$ cat config.mk
export PLATFORM = sky130hd
export DESIGN_NAME = secuenciador_gray
export DESIGN_NICKNAME = d
export VERILOG_FILES = /design/src/rtl/secuenciador_gray_pkg.sv /design/src/rtl/secuenciador_gray_prescaler_tick.sv /design/src/rtl/secuenciador_gray.sv
export SDC_FILE = /design/constraint.sdc
export NUM_CORES = 1
export LEC_CHECK = 0
export ABC_AREA = 1
export CAP_MARGIN = 30
export CORE_MARGIN = 4
export CORE_UTILIZATION = 25
export CTS_CLUSTER_DIAMETER = 40
export DETAILED_ROUTE_END_ITERATION = 8
export PLACE_DENSITY = 0.55
export SLEW_MARGIN = 0
export SYNTH_ARGS = -nofsm -noshare
export SYNTH_HDL_FRONTEND = slang
export SYNTH_SLANG_ARGS = --single-unit
export TNS_END_PERCENT = 100
$ cat constraint.sdc
create_clock -name i_clk -period 5.27 [get_ports i_clk]
set_input_delay 0.7905 -clock i_clk [delete_from_list [all_inputs] [get_ports i_clk]]
set_output_delay 0.7905 -clock i_clk [all_outputs]
set_load 0.1 [all_outputs]
$ cat src/rtl/secuenciador_gray_pkg.sv
// Shared types and helpers for the Gray-code step sequencer.
package secuenciador_gray_pkg;

    typedef enum logic [1:0] {
        REPOSO    = 2'd0,
        CORRIENDO = 2'd1,
        LIMITE    = 2'd2
    } estado_t;

    function automatic logic [3:0] bin_a_gray(input logic [3:0] b);
        return b ^ (b >> 1);
    endfunction

endpackage

$ cat src/rtl/secuenciador_gray_prescaler_tick.sv
// Rate prescaler: counts while enabled and flags when the count reaches the divisor.
module prescaler_tick
    import secuenciador_gray_pkg::*;
#(
    parameter int DIV_W = 16
) (
    input  logic             i_clk,
    input  logic             i_rst,
    input  logic             i_clr,
    input  logic             i_en,
    input  logic [DIV_W-1:0] i_divisor,
    output logic             o_tick
);

    logic [DIV_W-1:0] r_cnt;

    // >= so that lowering the divisor mid-count fires on the next cycle
    assign o_tick = (r_cnt >= i_divisor);

    always_ff @(posedge i_clk) begin
        if (i_rst || i_clr) begin
            r_cnt <= '0;
        end else if (i_en) begin
            r_cnt <= o_tick ? '0 : r_cnt + DIV_W'(1);
        end
    end

endmodule

$ cat src/rtl/secuenciador_gray.sv
// 4-bit Gray-code step sequencer with single-step, free-run and stop-at-limit modes.
//   state     | meaning
//   REPOSO    | idle; single steps on paso edge
//   CORRIENDO | free-running at the prescaled rate
//   LIMITE    | stopped after landing on limite
module secuenciador_gray
    import secuenciador_gray_pkg::*;
#(
    parameter int DIV_W = 16
) (
    input  logic             i_clk,
    input  logic             i_rst,
    input  logic             i_habilitar,
    input  logic             i_modo_continuo,
    input  logic             i_paso,
    input  logic             i_sentido,
    input  logic [DIV_W-1:0] i_divisor,
    input  logic             i_limite_en,
    input  logic [3:0]       i_limite,
    input  logic             i_cargar,
    input  logic [3:0]       i_valor_carga,
    output logic [3:0]       o_binario,
    output logic [3:0]       o_gray,
    output logic             o_tick_paso,
    output logic             o_ocupado,
    output logic             o_fin
);

    estado_t    r_estado;
    estado_t    w_estado_sig;
    logic [3:0] r_bin;
    logic [3:0] r_gray;
    logic       r_tick;
    logic       r_fin;
    logic       r_ocupado;
    logic       r_paso_prev;

    logic       w_paso_flanco;
    logic [3:0] w_bin_paso;
    logic [3:0] w_bin_sig;
    logic       w_paso;
    logic       w_fin;
    logic       w_pre_clr;
    logic       w_pre_en;
    logic       w_pre_tick;

    prescaler_tick #(.DIV_W(DIV_W)) u_prescaler (
        .i_clk     (i_clk),
        .i_rst     (i_rst),
        .i_clr     (w_pre_clr),
        .i_en      (w_pre_en),
        .i_divisor (i_divisor),
        .o_tick    (w_pre_tick)
    );

    assign w_paso_flanco = i_paso & ~r_paso_prev;
    assign w_bin_paso    = i_sentido ? r_bin + 4'd1 : r_bin - 4'd1;

    always_comb begin
        w_estado_sig = r_estado;
        w_bin_sig    = r_bin;
        w_paso       = 1'b0;
        w_fin        = 1'b0;
        w_pre_clr    = 1'b0;
        w_pre_en     = 1'b0;
        if (i_cargar) begin
            w_estado_sig = REPOSO;
            w_bin_sig    = i_valor_carga;
            w_pre_clr    = 1'b1;
        end else begin
            case (r_estado)
                REPOSO: begin
                    // entering free-run wins over a coincident paso edge
                    if (i_habilitar && i_modo_continuo) begin
                        w_estado_sig = CORRIENDO;
                        w_pre_clr    = 1'b1;
                    end else if (w_paso_flanco) begin
                        w_paso    = 1'b1;
                        w_bin_sig = w_bin_paso;
                    end
                end
                CORRIENDO: begin
                    if (!i_habilitar || !i_modo_continuo) begin
                        w_estado_sig = REPOSO;
                        w_pre_clr    = 1'b1;
                    end else begin
                        w_pre_en = 1'b1;
                        if (w_pre_tick) begin
                            w_paso    = 1'b1;
                            w_bin_sig = w_bin_paso;
                            if (i_limite_en && (w_bin_paso == i_limite)) begin
                                w_estado_sig = LIMITE;
                                w_fin        = 1'b1;
                            end
                        end
                    end
                end
                LIMITE: begin
                    if (!i_habilitar) begin
                        w_estado_sig = REPOSO;
                    end
                end
                default: begin
                    w_estado_sig = REPOSO;
                end
            endcase
        end
    end

    always_ff @(posedge i_clk) begin
        if (i_rst) begin
            r_estado    <= REPOSO;
            r_bin       <= 4'd0;
            r_gray      <= 4'd0;
            r_tick      <= 1'b0;
            r_fin       <= 1'b0;
            r_ocupado   <= 1'b0;
            r_paso_prev <= 1'b0;
        end else begin
            r_estado    <= w_estado_sig;
            r_bin       <= w_bin_sig;
            r_gray      <= bin_a_gray(w_bin_sig);
            r_tick      <= w_paso;
            r_fin       <= w_fin;
            r_ocupado   <= (w_estado_sig == CORRIENDO);
            r_paso_prev <= i_paso;
        end
    end

    assign o_binario   = r_bin;
    assign o_gray      = r_gray;
    assign o_tick_paso = r_tick;
    assign o_ocupado   = r_ocupado;
    assign o_fin       = r_fin;

endmodule

==> impl.org, run 1 <==
** Drt
- In the routed layout, each cell is associated on average with a via count of between 4 and 5.
- For this block, the initial DRC count from the detailed router was 82.
- In the routed design, unresolved DRC markers number 0.
- Dividing the detail-routed wire length by the instance count gives 10.6 um.
- Iteration count of the initial detailed-routing pass :: 4
- Post-route ant nets :: 0
- Summing over every cut layer, the via total after detailed routing is 1923.
- Routed wire length :: 4.72 mm

** CTS
- After clock tree synthesis, the clock-pin slew on the worst setup and hold paths is ~0.07 ns.
- Counting every sink on the clock net gives 29.
- In this run, post-CTS repair resized a total of 0 instances.
- TritonCTS clock tree :: built
- Clock root buffer :: clkbuf_8
- The clock tree synthesis step divided the H-tree into 2 levels.
- In this run, post-CTS hold repair placed 0 buffers.
- Buffers from clock root to sink, at most :: 2
- Clock insertion delay at the later pin of the skew report :: 0.28 ns
- The number of setup buffers added after CTS is 0.
- Number of clock buffers inserted by TritonCTS :: 5

** Synthesis
- In the post-synthesis netlist, the biggest area contributors are dfxtp_1 29%, ha_1 12%, nand2_1 10%.
- After Yosys synthesis, and, or, nand and nor cells account for 32.5% of the synthesized area.
- Synthesis handed over a netlist of 295 instances.
- After Yosys synthesis, full adders, half adders and majority gates account for about an eighth of the synthesized area.
- Async SR Flop Fraction :: 0%
- Proportion of netlist area held by the largest area contributor :: about 29%
- Most instantiated cells after synthesis :: 56 x nand2_1, 52 x inv_1, 39 x nor2_1
- Yosys reg bits :: 29
- The synthesized netlist devotes 11.7% of its cell area to compound gates.
- During synthesis, Yosys emitted a total of 0 warnings.
- The average instance in the mapped netlist occupies 6.84 um^2.
- Portion of the post-synthesis area used by sequential elements :: between 20 and 30%
- The number of different library cells used by synthesis comes to 33.
- In the post-synthesis netlist, the cell with the most instances is nand2_1.
- After synthesis, the largest family of logic cells by area is simple AND/OR/NAND/NOR gates.
- Summing every instance area after synthesis gives between 2000 and 2500 um^2.
- Net count of the mapped netlist :: 347
- Yosys top cell by area :: dfxtp_1
- After Yosys synthesis, XOR and XNOR cells account for about 3.5% of the synthesized area.
- Most used DFF post-synth :: dfxtp_1
- Multiplexer cells account for 0% of the synthesized area.
- The synthesized design contains 0 enable-type register cells.

** Timing
- Final number of setup-violating endpoints :: 0
- Count of pins over their slew limit :: 0
- Pin slew with the least headroom to its limit :: 0.976 ns
- The clock arrives with 0.00568 ns of skew.
- Counting I/O delays and the setup requirement, the final critical path takes 2.92 ns.
- Maximum clock frequency :: 0.343 GHz
- Relative slew slack :: 34.7%
- RSZ-0062 raised after global routing :: no
- In the finished design, the share of the clock period the worst path needs comes to 55.4%.
- Final hold violation count :: 0
- Adding up every negative setup slack in the final design gives 0 ns.

** Global route
- Total grt overflow :: 0
- Met2 track demand over resource in global routing :: 16.1%
- Number of antenna violations at the first check in global routing :: 0
- The via count of the first global-routing pass was 1869.
- The first global-routing pass estimated 8.14 mm of wire.
- For met3 alone, demand over resource in global routing was ~3.4%.
- Largest net degree at the start of global routing :: 10
- Met1 Track Usage GR :: 13.2%
- GRT Total Usage :: 10.3%
- Layer with the highest usage after global routing :: met2

** Floorplan
- After floorplanning, the core was divided into 32 placement rows.
- Die width :: 97.9 um
- For this configuration, the core starts out at a cell density of 25.8%.
- Core Area :: 7810 um^2
- Area of the die :: 9570 um^2
- 43 I/O pins were placed.
- Die Ht :: approximately 100 um

** Finish
- Fraction of layout instances using a drive strength above 1 :: 9.59%
- Number of nets in the finished design :: 395
- Final core utilization :: 34.1%
- The number of antenna diodes in the final layout is 0.
- The finished cells cover 2660 um^2.
- Relative to the synthesized area, the layout overhead comes to 31.8%.

** Setup path
- Critical path data required time :: 5.45 ns
- Critical Path Source Type :: input pin
- For the worst setup path, the data arrival time is 3.10 ns.
- Along the worst path, the maximum fanout reaches 8.
- STA classifies the critical path endpoint as a register.
- The critical path in this run is classified as input pin to register.

** Run status
- The flow ran to the end, and the final reports show no timing, DRC or antenna violations.

** Placed design
- RD Place Congestion :: 0.815
- HPWL after DPL :: 3.89 mm
- Once placement finished, the instance area stood at 2560 um^2.
- Port-buffer cells :: 42

** Hold path
- Classification of the worst-slack hold path :: register to register

** Pwr
- Leakage power figure :: 1.20 nW
- Power density over the cells :: between 200 and 250 nW/um^2
- Worst IR drop on VDD :: 0.000121 V

** Job
- Max-cap check violation count :: 0
[cells in the final DEF, fill, tap and decap left out, types with 2 or more instances in the layout]
cell type and instances:
nand2_1 56, inv_1 52, clkdlybuf4s50_1 42, nor2_1 39
dfxtp_1 29, ha_1 19, a21oi_1 17, nand3_1 17
o21ai_0 13, clkbuf_8 7, nand2_2 5, nor3_1 4
nor2_2 4, or2_2 4, xnor2_1 4, xor2_1 4
inv_2 3, nand3_2 3, a211oi_1 3, nand4_1 2
nor3b_1 2, a221oi_1 2, clkinv_2 2
[critical path, stage by stage]
cell and delay, ns:
clkdlybuf4s50_1 0.46, inv_1 0.04, ha_1 0.28, nand2_1 0.07
nor2_1 0.10, nor2_1 0.04, nand2_1 0.06, nand2_1 0.05
nand2_1 0.09, nand2_1 0.06, nand2_1 0.19, inv_2 0.09
nor2_1 0.13, nand2_1 0.11, nand2_1 0.26, inv_1 0.13
o21ai_1 0.09, nor2_1 0.05
[final cells by class]
class	count	area (um^2)
clock buffers	7	96.3
flip-flops and latches	29	581
well taps	102	128
repair buffers	42	420
multi-input cells	209	1220
fillers	851	5150
inverters	56	211
clock inverters	1	5.00
[where the power goes]
part	internal, mW	switching [mW]	total, mW
clock	0.118	0.0876	0.206
sequential	0.226	0.00549	0.231
combinational	0.0547	0.0964	0.151
total	0.398	0.190	0.588
[kinds of logic after synthesis]
logic type	Yosys count
AO/OA/AOI/OAI	41
buffers and inverters	57
adder cells (fa/ha/maj)	20
XOR/XNOR	8
AND/OR/NAND/NOR	140
flip-flops	29
[state kept, by name, summed over array words and instances, names as in the netlist]
register and count:
r_paso_prev 1, o_binario 4, o_gray 3, u_prescaler.r_cnt 16, o_fin 1, r_estado 2
o_ocupado 1, o_tick_paso 1
[final timing paths]
check | start | endpoint | slack, ns | depth (start not counted)
worst max-delay path | i_divisor[3] | u_prescaler.r_cnt[14] | 2.35 | 18
worst min-delay path | u_prescaler.r_cnt[1] | u_prescaler.r_cnt[1] | 0.50 | 2
worst max register to register | u_prescaler.r_cnt[0] | u_prescaler.r_cnt[14] | 2.98 | 17
worst min register to register | u_prescaler.r_cnt[1] | u_prescaler.r_cnt[1] | 0.50 | 2
[per-layer routing]
layer	wire [um]	vias up
li1	-	1040
met5	0	-
met4	58	0
met1	2320	828
met3	302	5
met2	2040	50
[stage by stage]
step	instances	total power [mW]	setup WS [ns]	hold WS (ns)
after global placement	438	0.387	2.09	0.501
after floorplan	295	0.337	2.63	0.467
after detailed placement	438	0.387	2.02	0.501
final	446	0.588	2.35	0.504
after CTS	446	0.597	2.32	0.512
after global routing	446	0.619	2.06	0.526
(Power assumes the default switching activity.)
==> inputs of run 2 (changes only) <==
Clock period 5.27 ns to 2.9 ns, I/O delays scaled along.
==> run 2 against run 1 <==
  * Utilization up 0.13 points
  * Critical path depth decreased by 4
  * Global-route usage up 0.25 points
  * First-iteration DRC count is 34% lower
  * Via count rose by 0.68%
  * Clock skew increased by 0.0038 ns
  * Combinational power up 80%
  * Sequential cell count unchanged
  * Worst hold slack gained 0.013 ns
  * Design area is 0.38% higher
  * Power grew 92%
  * Highest routed layer unchanged
==> impl.org, run 2 (same netlist as run 1, synthesis figures left out) <==
** Floorplan
- The die area is 9570 um^2 (unchanged).
- Die width :: 97.9 um (unchanged)
- Number of top-level design ports :: 43 (unchanged)
- Core Area :: 7810 um^2 (unchanged)
- Core Rows :: 32 (unchanged)
- Die Ht :: 97.9 um (unchanged)
- The initial core utilization is 25.8% (unchanged).

** Global route
- Met2 track demand over resource in global routing :: 16.5% (was 16.1%)
- The global routing met1 resource utilization is 13.4% (was 13.2%).
- Largest net degree at the start of global routing :: 10 (unchanged)
- Number of antenna violations at the first check in global routing :: 0 (unchanged)
- Layer with the highest usage after global routing :: met2 (unchanged)
- Via count of the first global-routing pass :: 2000 (was 1869)
- The leftover overflow at the end of global routing came to 0 (unchanged).
- The wire length of the first global-routing pass is 8.42 mm (was 8.14 mm).
- GRT Total Usage :: 10.5% (was 10.3%)
- Met3 track demand over resource in global routing :: 3.43% (was 3.36%)

** Setup path
- Worst setup startpoint :: i_divisor[11] (was i_divisor[3])
- Largest stage delay, worst path :: 0.45 ns (was 0.46 ns)
- The kind of launch point of the worst setup path is an input pin (unchanged).
- Number of cells traversed by the worst register-to-register path :: 10 (was 17)
- Critical path fanouts, max :: 5 (was 8)
- The most frequent cell on the critical path is nand2_1 (unchanged).
- Critical path endpoint category :: register (unchanged)
- The type of the worst setup path is input pin to register (unchanged).
- The data arrival time of the worst path came to 2.54 ns (was 3.10 ns).
- Origin of the critical flop-to-flop path :: o_binario[0] (was u_prescaler.r_cnt[0])
- The slowest cell on the critical path was clkdlybuf4s50_1 (unchanged).
- The required time of the critical path is 3.08 ns (was 5.45 ns).
- Cell chain of the critical path :: clkdlybuf4s50_1 > inv_1 > ha_1 > nand2_1 > o21ai_0 > a21oi_1 > nand2_1 > inv_2 > nor2_1 > nand2_1 > nand2_1 > inv_1 > o21ai_1 > nor2_1 (was clkdlybuf4s50_1 > inv_1 > ha_1 > nand2_1 > nor2_1 > nor2_1 > nand2_1 > nand2_1 > nand2_1 > nand2_1 > nand2_1 > inv_2 > nor2_1 > nand2_1 > nand2_1 > inv_1 > o21ai_1 > nor2_1)

** Job
- The max-cap check violation count is 0 (unchanged).

** Timing
- The hold violation count in the final report is 0 (unchanged).
- The clock skew after layout is 0.00943 ns (was 0.00568 ns).
- Count of pins over their slew limit :: 0 (unchanged)
- Pin slew with the least headroom to its limit :: 0.365 ns (was 0.976 ns)
- Based on the critical path, the design can be clocked at up to roughly 0.42 GHz.
- The smallest hold slack is 0.517 ns (was 0.504 ns).
- Final worst-path setup slack :: 0.542 ns (was 2.35 ns)
- The smallest clock period supported by the final layout is computed as 2.36 ns.
- Final number of setup-violating endpoints :: 0 (unchanged)
- The worst max-slew margin expressed relative to the limit was 75.5% (was 34.7%).
- RSZ-0062 raised after global routing :: no (unchanged)
- Post-route setup TNS :: 0 ns (unchanged)
- In the finished design, the share of the clock period the worst path needs comes to 81.3%.

** Pwr
- Overall power of the completed layout :: 1.13 mW (was 0.588 mW)
- Worst IR drop on VDD :: 0.000368 V (was 0.000121 V)
- Leakage power figure :: 1.23 nW (was 1.20 nW)
- The cell area power density is 423 nW/um^2 (was 221 nW/um^2).

** Drt
- The routed length per instance came to 10.4 um (was 10.6 um).
- The final routed DRC violation total came to 0 (unchanged).
- The violation count after the first detailed-route iteration was 54 (was 82).
- The number of vias in the routed layout is 1936 (was 1923).
- The total detailed-routing wirelength was 4.67 mm (was 4.72 mm).
- The post-detailed-route count of antenna-violating nets was 0 (unchanged).
- Iteration count of the initial detailed-routing pass :: 6 (was 4)
- The per-cell via count in the routed design was 4.31 (about the same).

** CTS
- CTS H-tree lvls :: 2 (unchanged)
- Clock transition time at the flip-flop clock pins of the worst setup and hold paths :: 0.07 ns (about the same)
- The number of clock buffers inserted by TritonCTS was 5 (unchanged).
- Clock insertion delay at the later pin of the skew report :: 0.28 ns (about the same)
- The post-CTS setup buffer count came to 0 (unchanged).
- Cts repair resizes :: 0 (unchanged)
- TritonCTS clock tree :: built (unchanged)
- Clock root buffer :: clkbuf_8 (unchanged)
- The hold buffer count at CTS is 0 (unchanged).
- Number of sinks handled by clock tree synthesis :: 29 (unchanged)
- The clock tree buffer depth came to 2 (unchanged).

** Run status
- Result of the run :: completed (unchanged)

** Placed design
- RD Place Congestion :: 0.807 (was 0.815)
- Worst slack at placement :: 0.238 ns (was 2.02 ns)
- HPWL after DPL :: 3.88 mm (was 3.89 mm)
- The port buffer count was 42 (unchanged).
- Post-DP Area :: 2550 um^2 (was 2560 um^2)

** Finish
- Most flop-heavy register :: u_prescaler.r_cnt (unchanged)
- The leading cell type in the layout, fill and taps excluded was nand2_1 (unchanged).
- Number of nets in the finished design :: 398 (was 395)
- Final std cell area, no fill :: 2670 um^2 (was 2660 um^2)
- Ant diodes :: 0 (unchanged)
- Flip-flop count of the largest register, all copies and words added :: 16 (unchanged)
- Most used cells in the layout excluding fill and tap cells: 56 x nand2_1, 52 x inv_1, 39 x nor2_1, 31 x clkdlybuf4s50_1, 29 x dfxtp_1 (was 56 x nand2_1, 52 x inv_1, 42 x clkdlybuf4s50_1, 39 x nor2_1, 29 x dfxtp_1).
- The fraction of final layout cells sized beyond drive strength 1 is 13.3% (was 9.59%).
- Layout overhead on the synthesized area :: 32.3% (was 31.8%)

** Hold path
- Classification of the worst-slack hold path :: register to register (unchanged)
- Hold_sp :: u_prescaler.r_cnt[14] (was u_prescaler.r_cnt[1])
- Hold Crit Depth :: 2 (unchanged)
==> run 2: power by group <==
| group | internal [mW] | leakage (nW) | switching [mW] | total [mW] |
|---|---|---|---|---|
| clock network | 0.280 | 0.0585 | 0.157 | 0.437 |
| logic | 0.0970 | 0.938 | 0.175 | 0.272 |
| registers | 0.410 | 0.236 | 0.0108 | 0.421 |
| total | 0.787 | 1.23 | 0.343 | 1.13 |
==> run 2: final cells by class <==
type,instances,area [um^2]
multi-input combinational,209,1220
timing repair buffer,45,415
clock inverter,1,30.0
fill,865,5140
sequential,29,581
tap,102,128
inverter,56,211
clock buffer,7,86.3
==> run 2: per-layer routing <==
metal	vias up	part of all wire [%]
met1	840	50
met3	5	5.7
met2	44	43
met5	-	0
li1	1047	-
met4	0	1.3
==> run 2: path summary, 6_finish.rpt <==
kind	end	slack (ns)
worst max register to register	r_estado[0]	0.73
worst min-delay path	u_prescaler.r_cnt[14]	0.52
worst min register to register	u_prescaler.r_cnt[14]	0.52
worst max-delay path	u_prescaler.r_cnt[14]	0.54
==> run 2: critical path, delay by kind of cell <==
family,cells,cell delay [ns]
AO/OA/AOI/OAI,3,0.47
adder cells (fa/ha/maj),1,0.30
buffers and inverters,4,0.69
AND/OR/NAND/NOR,6,0.64
==> run 2: metrics by stage <==
stage | utilization (%) | cells
floorplan | - | 295
global placement | 32.7 | 441
detailed placement | 32.7 | 441
CTS | 34.2 | 449
global route | 34.2 | 449
finish | 34.2 | 449
